### src/rtl/alu_exec_seq.sv
// alu_exec_seq: MIPS-style execute-stage ALU with a valid/ready handshake.
// Simple operations finish in one cycle. Multiply (shift-add) and divide
// (restoring) run one step per clock for WIDTH clocks. The result and its
// flags are registered and stay stable until the consumer takes them.
`timescale 1ns/1ps

module alu_exec_seq #(
    parameter int WIDTH = 32
) (
    input  logic             clk,
    input  logic             rst_n,
    input  logic             in_valid,
    output logic             in_ready,
    input  logic [2:0]       ALUop,
    input  logic [5:0]       func,
    input  logic [WIDTH-1:0] a,
    input  logic [WIDTH-1:0] b,
    output logic             out_valid,
    input  logic             out_ready,
    output logic [WIDTH-1:0] result,
    output logic             zero,
    output logic             err
);

    localparam int CW = $clog2(WIDTH + 1);
    localparam logic [CW-1:0] CNT_LOAD = CW'(WIDTH);
    localparam logic [CW-1:0] CNT_ONE  = CW'(1);

    typedef enum logic [1:0] {
        IDLE,
        MUL,
        DIV,
        DONE
    } state_t;

    typedef enum logic [3:0] {
        OP_ADD,
        OP_SUB,
        OP_AND,
        OP_OR,
        OP_SLT,
        OP_MUL,
        OP_DIV,
        OP_NOP,
        OP_ILL
    } op_t;

    state_t           state;
    logic [CW-1:0]    cnt;
    logic [WIDTH-1:0] opa;
    logic [WIDTH-1:0] opb;
    logic [WIDTH-1:0] acc;

    op_t              op;
    logic [WIDTH-1:0] quick_result;
    logic             quick_err;
    logic [WIDTH-1:0] mul_sum;
    logic [WIDTH:0]   div_shift;
    logic [WIDTH:0]   div_diff;
    logic             div_fits;
    logic [WIDTH-1:0] div_quo;

    assign in_ready  = (state == IDLE);
    assign out_valid = (state == DONE);

    // Decode the main-control class and function field into one operation
    always_comb begin
        op = OP_ILL;
        case (ALUop)
            3'b000: op = OP_ADD;
            3'b001: op = OP_SUB;
            3'b010: begin
                case (func)
                    6'b100000: op = OP_ADD;
                    6'b100010: op = OP_SUB;
                    6'b100100: op = OP_AND;
                    6'b100101: op = OP_OR;
                    6'b101010: op = OP_SLT;
                    6'b011000: op = OP_MUL;
                    6'b011010: op = OP_DIV;
                    6'b000000: op = OP_NOP;
                    default:   op = OP_ILL;
                endcase
            end
            default: op = OP_ILL;
        endcase
    end

    // Single-cycle datapath; divide-by-zero and illegal ops also resolve here
    always_comb begin
        quick_result = '0;
        quick_err    = 1'b0;
        case (op)
            OP_ADD: quick_result = a + b;
            OP_SUB: quick_result = a - b;
            OP_AND: quick_result = a & b;
            OP_OR:  quick_result = a | b;
            OP_SLT: quick_result = {{(WIDTH-1){1'b0}}, ($signed(a) < $signed(b))};
            OP_DIV: begin
                quick_result = '1;
                quick_err    = 1'b1;
            end
            OP_ILL: quick_err = 1'b1;
            default: quick_result = '0;
        endcase
    end

    // One shift-add step and one restoring-divide step from the working registers
    always_comb begin
        mul_sum   = opb[0] ? (acc + opa) : acc;
        div_shift = {acc, opa[WIDTH-1]};
        div_diff  = div_shift - {1'b0, opb};
        div_fits  = ~div_diff[WIDTH];
        div_quo   = {opa[WIDTH-2:0], div_fits};
    end

    // Control FSM plus the iterative working registers and the result/flag outputs
    always_ff @(posedge clk or negedge rst_n) begin
        if (!rst_n) begin
            state  <= IDLE;
            cnt    <= '0;
            opa    <= '0;
            opb    <= '0;
            acc    <= '0;
            result <= '0;
            zero   <= 1'b0;
            err    <= 1'b0;
        end else begin
            case (state)
                IDLE: begin
                    if (in_valid) begin
                        opa <= a;
                        opb <= b;
                        acc <= '0;
                        if (op == OP_MUL) begin
                            cnt   <= CNT_LOAD;
                            state <= MUL;
                        end else if ((op == OP_DIV) && (b != '0)) begin
                            cnt   <= CNT_LOAD;
                            state <= DIV;
                        end else begin
                            result <= quick_result;
                            zero   <= (quick_result == '0);
                            err    <= quick_err;
                            state  <= DONE;
                        end
                    end
                end
                MUL: begin
                    acc <= mul_sum;
                    opa <= {opa[WIDTH-2:0], 1'b0};
                    opb <= {1'b0, opb[WIDTH-1:1]};
                    cnt <= cnt - CNT_ONE;
                    if (cnt == CNT_ONE) begin
                        result <= mul_sum;
                        zero   <= (mul_sum == '0);
                        err    <= 1'b0;
                        state  <= DONE;
                    end
                end
                DIV: begin
                    acc <= div_fits ? div_diff[WIDTH-1:0] : div_shift[WIDTH-1:0];
                    opa <= div_quo;
                    cnt <= cnt - CNT_ONE;
                    if (cnt == CNT_ONE) begin
                        result <= div_quo;
                        zero   <= (div_quo == '0);
                        err    <= 1'b0;
                        state  <= DONE;
                    end
                end
                DONE: begin
                    if (out_ready) begin
                        state <= IDLE;
                    end
                end
                default: state <= IDLE;
            endcase
        end
    end

endmodule

### config.mk
export PLATFORM = sky130hd
export DESIGN_NAME = alu_exec_seq
export DESIGN_NICKNAME = d
export VERILOG_FILES = /design/src/rtl/alu_exec_seq.sv
export SDC_FILE = /design/constraint.sdc
export NUM_CORES = 1
export LEC_CHECK = 0
export CORE_ASPECT_RATIO = 0.8
export CORE_MARGIN = 2
export CORE_UTILIZATION = 60
export CTS_CLUSTER_SIZE = 8
export DETAILED_ROUTE_END_ITERATION = 10
export PLACE_DENSITY = 0.87
export SKIP_LAST_GASP = 1
export SLEW_MARGIN = 20
export SYNTH_ARGS = -nofsm -noshare
export SYNTH_HDL_FRONTEND = slang
export SYNTH_SLANG_ARGS = --single-unit
### constraint.sdc
create_clock -name clk -period 6 [get_ports clk]
set_input_delay 1.8 -clock clk [delete_from_list [all_inputs] [get_ports clk]]
set_output_delay 1.8 -clock clk [all_outputs]
set_load 0.02 [all_outputs]
## Word-level counts from Yosys, hierarchy flattened

Cells that the tools add are included.

- Magnitude comparators: 1
- Eq/ne operators: 28
- Reduce and logical (&&, ||, !) cells: 20
- Multiplexer cells: 39
- Add/sub/neg operators: 5
- Bitwise logic cells: 3

Operators with widths:

| operator | number |
|---|---|
| $mux 32 | 10 |
| $pmux 32 s3 | 3 |
| $pmux 32 s6 | 1 |
| $logic_not 32->1 | 3 |
| $add 32x32->32 | 2 |
| $pmux 32 s2 | 1 |
| $sub 33x32->33 | 1 |
| $and 32x32->32 | 1 |
| $lt 32x32->1 | 1 |
| $or 32x32->32 | 1 |
| $pmux 4 s8 | 1 |
| $reduce_bool 32->1 | 1 |
| $sub 32x32->32 | 1 |
| $eq 6x6->1 const B | 5 |
| $mux 6 | 3 |
| $eq 4x3->1 const B | 3 |
| $eq 6x5->1 const B | 2 |
| $pmux 4 s3 | 1 |
| $pmux 6 s2 | 1 |
| $mux 1 | 11 |
| $ne 2x2->1 const B | 5 |
| $eq 4x2->1 const B | 2 |
| $mux 2 | 4 |
| $eq 6x1->1 const B | 1 |
| 25 further kinds | 31 |

- Bits of input ports: 77
- Bits in registers: 138
- Logic and storage cells: 104
- Output and inout port bits: 36

## Logic depth before layout (Yosys ltp)

- Depth after elaboration: 10
- Mapped depth: 18
- Depth with buffers taken out: 17

## Worst setup path before layout

No wires, ideal clock.

- Kind: input port to flip-flop
- From: input func[3]
- To: register zero
- Setup time: 0.101 ns
- Stages on the path: 15
- Slack: 0.780 ns
- Data arrival time: 5.119 ns
- Buffers on the path: 2
- Data required time: 5.899 ns
- Cells stage by stage: clkbuf_1 > or3b_1 > a211oi_1 > o31ai_1 > o21ai_2 > a21o_1 > buf_6 > mux2i_1 > or4_1 > nor3_1 > nand4b_1 > or4_1 > nor4_2 > nand4b_1 > o311ai_2

- Longest elaborated chain between the ends: 10
- Elaborated cells between the ends (all ways): 27
- Those cells by class: eq/ne: 15; mux: 7; reduce/logical: 5

Ends and longest elaborated chain:

| item | RTL line | source |
|---|---|---|
| start, declared | 15 | `input logic [5:0] func,` |
| $eq 6x5->1, or another cell as far along | 73 | `case (func)` |
| $pmux 4 s8 * | 73 |  |
| $pmux 4 s3 * | 69 | `case (ALUop)` |
| $eq 4x3->1, or another cell as far along | 93, 138 |  |
| $pmux 32 s6 | 93 | `case (op)` |
| $logic_not 32->1 | 143 | `zero <= (quick_result == '0);` |
| $mux 1 | 138 | `end else if ((op == OP_DIV) && (b != '0)) begin` |
| $mux 1 | 135 | `if (op == OP_MUL) begin` |
| $mux 1 | 131 | `if (in_valid) begin` |
| $pmux 1 s3 | 129 | `case (state)` |
| end signal, assigned | 143 |  |
| end signal, assigned | 156 | `zero <= (mul_sum == '0);` |
| end signal, assigned | 167 | `zero <= (div_quo == '0);` |
| end, declared | 21 | `output logic zero,` |

Mark *: on every way between the ends. The rest lies on a longest branch, timed or not. The select of a mux whose other input is x is not followed.
A chain may end at the register's enable or synchronous reset.

## Final worst setup path

- From: input b[31]
- To: register zero

- Longest elaborated chain between the ends: 7
- Elaborated cells between the ends (all ways): 15
- Those cells by class: add/sub: 2; order compare: 1; eq/ne: 1; mux: 5; bitwise: 2; reduce/logical: 4

Ends and longest elaborated chain:

| item | RTL line | source |
|---|---|---|
| start, declared | 17 | `input logic [WIDTH-1:0] b,` |
| $sub 32x32->32, or another cell as far along | 95 | `OP_SUB: quick_result = a - b;` |
| $pmux 32 s6 | 93 |  |
| $logic_not 32->1 | 143 |  |
| $mux 1 | 138 |  |
| $mux 1 | 135 |  |
| $mux 1 | 131 |  |
| $pmux 1 s3 | 129 |  |

Several ways; a longest one is shown, not always the timed one. The select of a mux whose other input is x is not followed.

==> impl_metrics.env <==
export IMPL_status="completed"
export IMPL_syn_nets=2295
export IMPL_drt_pre_antenna_iters=8
export IMPL_finalPower_mw=10.2
export IMPL_worst_path_max_fanout=3
export IMPL_syn_inst=2041
export IMPL_cts_root_buf="clkbuf_16"
export IMPL_rsz0062_at_grt="false"
export IMPL_drc_errors=0
export IMPL_rows=52
export IMPL_cts_buffer_depth=2
export IMPL_ys_warnings_count=0
export IMPL_syn_area_um2=15700
export IMPL_startpoint_type="input pin"
export IMPL_clock_skew_final_ns=0.0106
export IMPL_slew_headroom=0.309
export IMPL_cp_arrival_ns=6.02
export IMPL_fin_cells=2526
export IMPL_cp_top_family="simple AND/OR/NAND/NOR gates"
export IMPL_setup_worst_path_end_class="flip-flop"
export IMPL_peakVddDrop_mv=0.629
export IMPL_routed_wl_um=57900
export IMPL_syn_area_per_cell_um2=7.71
export IMPL_area_delta_synth_final_pct=16.3
export IMPL_insertion_delay_ns=0.44
export IMPL_crit_chain="clkdlybuf4s50_1 > nor4_1 > nand4_1 > buf_4 > o2111ai_1 > o21ai_2 > a21o_2 > mux2i_1 > or4_1 > nor3_1 > nand4b_1 > or4_1 > nor4_2 > nand4b_1 > o311ai_2"
export IMPL_hold_viol=0
export IMPL_io_buffer_count=112
export IMPL_synth_seq_area_share=0.220
export IMPL_cp_data_required_time_ns=6.34
export IMPL_ys_seq_elements=138
export IMPL_hold_buffers=0
export IMPL_critPathKind="input pin to flip-flop"
export IMPL_antenna_found_initial=0
export IMPL_cts_sinks=138
export IMPL_clk_pin_slew_ns=0.06
export IMPL_tightest_slew_ns=1.03
export IMPL_cts_resized=0
export IMPL_synth_edf_count=0
export IMPL_post_cts_buffers=0
export IMPL_postRouteAntennaNets=0
export IMPL_placed_cells=2494
export IMPL_overflow=0
export IMPL_p_leak_nw=8.28
export IMPL_cts_buffers=17
export IMPL_dieArea_um2=27500
export IMPL_timing_max_cap_violations=0
export IMPL_synth_cell_types=86
export IMPL_grt_pass1_wl_um=90400
export IMPL_post_route_period_util=0.947
export IMPL_avgViaCountPerCell=6.80
export IMPL_grt_pass1_vias=16400
export IMPL_start_util=0.617
export IMPL_core_area_um2=25500
export IMPL_io_pins=113
export IMPL_htree_levels=4
export IMPL_final_layout_size_suffix_gt1_frac=0.0846
export IMPL_drtIter0Drc=2160
export IMPL_vias=17200
export IMPL_drv_slew=0
export IMPL_track_usage=0.422
export IMPL_grt_max_degree=106
export IMPL_crit_buf_inv=2
export IMPL_post_dp_hpwl_um=44200
export IMPL_hp_class="flip-flop to flip-flop"
export IMPL_power_density_nw_per_um2=557
export IMPL_die_x_um=185
export IMPL_place_congestion=1.03
export IMPL_period_needed_ns=5.68
export IMPL_tritoncts="done"
export IMPL_setup_viol=0
export IMPL_crit_path_max_incr_delay_ns=0.59
export IMPL_async_flop_share=1.00
export IMPL_dieHeight_um=149
export IMPL_cp_slowest_cell="nor4_1"
export IMPL_fmax_ghz=0.176
export IMPL_routedWlPerCell_um=22.9
export IMPL_synthFlopType="dfrtp_1"
export IMPL_finalNetCount=2416
## stage by stage
| stage | TNS, ns | worst slack [ns] | hold WS [ns] | cell area, um^2 | util |
|---|---|---|---|---|---|
| 3_5_place_dp | -0.0384 | -0.0384 | 0.476 | 17700 | 0.693 |
| 6_report | 0 | 0.315 | 0.492 | 18300 | 0.717 |
| 5_1_grt | 0 | 0.0337 | 0.503 | 18300 | 0.717 |
| 4_1_cts | 0 | 0.384 | 0.490 | 18300 | 0.717 |
| 2_1_floorplan | 0 | 0.780 | 0.470 | 15700 | - |
| 3_3_place_gp | -0.0328 | -0.0328 | 0.469 | 17700 | 0.693 |
## cell usage in the layout (no fill, tap or decap), types with 12 or more instances in the layout
cell type / count
nand2_1: 192
xor2_1: 26
nor3_1: 29
mux2_2: 24
a21o_1: 38
nand3_1: 39
xnor2_1: 57
nor2b_1: 15
dfrtp_1: 138
a211oi_1: 31
o21ai_0: 124
inv_1: 153
clkdlybuf4s50_1: 111
a22oi_1: 42
o31ai_1: 18
clkbuf_16: 17
nor2_1: 143
or3_1: 13
nand2b_1: 18
nand4_1: 16
a31oi_1: 19
a21oi_1: 202
and3_1: 12
o221ai_1: 13
a221oi_1: 17
buf_4: 99
mux2i_1: 63
o211ai_1: 19
o21a_1: 18
o21bai_1: 19
nor4_1: 23
ha_1: 172
o21ai_1: 57
## cells in the mapped netlist (15+ instances only)
| master | n | area share |
|---|---|---|
| nor4_1 | 23 | 0.0091 |
| nor2_1 | 143 | 0.034 |
| nand4_1 | 16 | 0.0064 |
| o31ai_1 | 19 | 0.0091 |
| o21ai_0 | 124 | 0.039 |
| dfrtp_1 | 138 | 0.22 |
| a21o_1 | 39 | 0.019 |
| o21ai_1 | 57 | 0.018 |
| xor2_1 | 26 | 0.014 |
| o211ai_1 | 19 | 0.0091 |
| a211oi_1 | 31 | 0.015 |
| o21bai_1 | 19 | 0.0091 |
| mux2i_1 | 64 | 0.041 |
| mux2_2 | 24 | 0.017 |
| inv_1 | 153 | 0.037 |
| nand3_1 | 39 | 0.012 |
| nand2_1 | 192 | 0.046 |
| nor3_1 | 29 | 0.0092 |
| a31oi_1 | 20 | 0.0080 |
| nand2b_1 | 18 | 0.0072 |
| clkbuf_1 | 104 | 0.025 |
| a221oi_1 | 17 | 0.0095 |
| a21oi_1 | 204 | 0.065 |
| ha_1 | 173 | 0.14 |
| o21a_1 | 18 | 0.0086 |
| xnor2_1 | 58 | 0.032 |
| nor2b_1 | 15 | 0.0060 |
| a22oi_1 | 42 | 0.020 |
## per-layer routing
metal / GRT usage / vias to the layer above / routed length (um)
met2: 0.677 / 1109 / 25700
met3: 0.0774 / 282 / 5480
met4: 0.242 / 0 / 3830
met5: 0 / - / 0
met1: 0.537 / 8061 / 22900
li1: - / 7719 / -
## registers in the layout, indices dropped and copies added (netlist names)
| name | flops |
|---|---|
| acc | 32 |
| opa | 32 |
| opb | 32 |
| result | 32 |
| cnt | 6 |
| state | 2 |
| err | 1 |
| zero | 1 |
## logic make-up (layout without fill, tap and decap cells)
family | after synthesis | in the layout | synth area share
multiplexers | 88 | 88 | 0.0579
buffers and inverters | 268 | 401 | 0.0650
XOR/XNOR | 84 | 84 | 0.0468
flip-flops | 138 | 138 | 0.220
adder cells (fa/ha/maj) | 177 | 177 | 0.143
other | 0 | 1 | 0
AO/OA/AOI/OAI | 734 | 734 | 0.302
AND/OR/NAND/NOR | 552 | 552 | 0.166
## worst paths after layout
check | startpoint | slack [ns] | to | depth (start not counted)
worst min register to register | result[2]$_DFFE_PN0P_ | 0.49 | result[2]$_DFFE_PN0P_ | 1
worst max-delay path | b[31] | 0.32 | zero$_DFFE_PN0P_ | 15
worst max register to register | opa[31]$_DFFE_PN0P_ | 0.90 | acc[10]$_DFFE_PN0P_ | 17
min in group asynchronous | rst_n | 1.45 | err$_DFFE_PN0P_ | 1
worst min-delay path | result[2]$_DFFE_PN0P_ | 0.49 | result[2]$_DFFE_PN0P_ | 1
max in group asynchronous | rst_n | 3.46 | opa[28]$_DFFE_PN0P_ | 2
## report_power, final
part	internal (mW)	switching, mW	total [mW]
clock	0.663	0.480	1.14
combinational	2.75	4.32	7.07
sequential	1.38	0.598	1.98
total	4.79	5.40	10.2
## cell type report
class,count,area (um^2)
Clock inverter,14,185
Fill cell,2067,7210
Multi-Input combinational cell,1635,11300
Sequential cell,138,3450
Tap cell,351,439
Antenna cell,1,2.50
Inverter,158,593
Timing Repair Buffer,212,1890
Clock buffer,17,425
No activity file was read; power rests on OpenSTA's default activity.
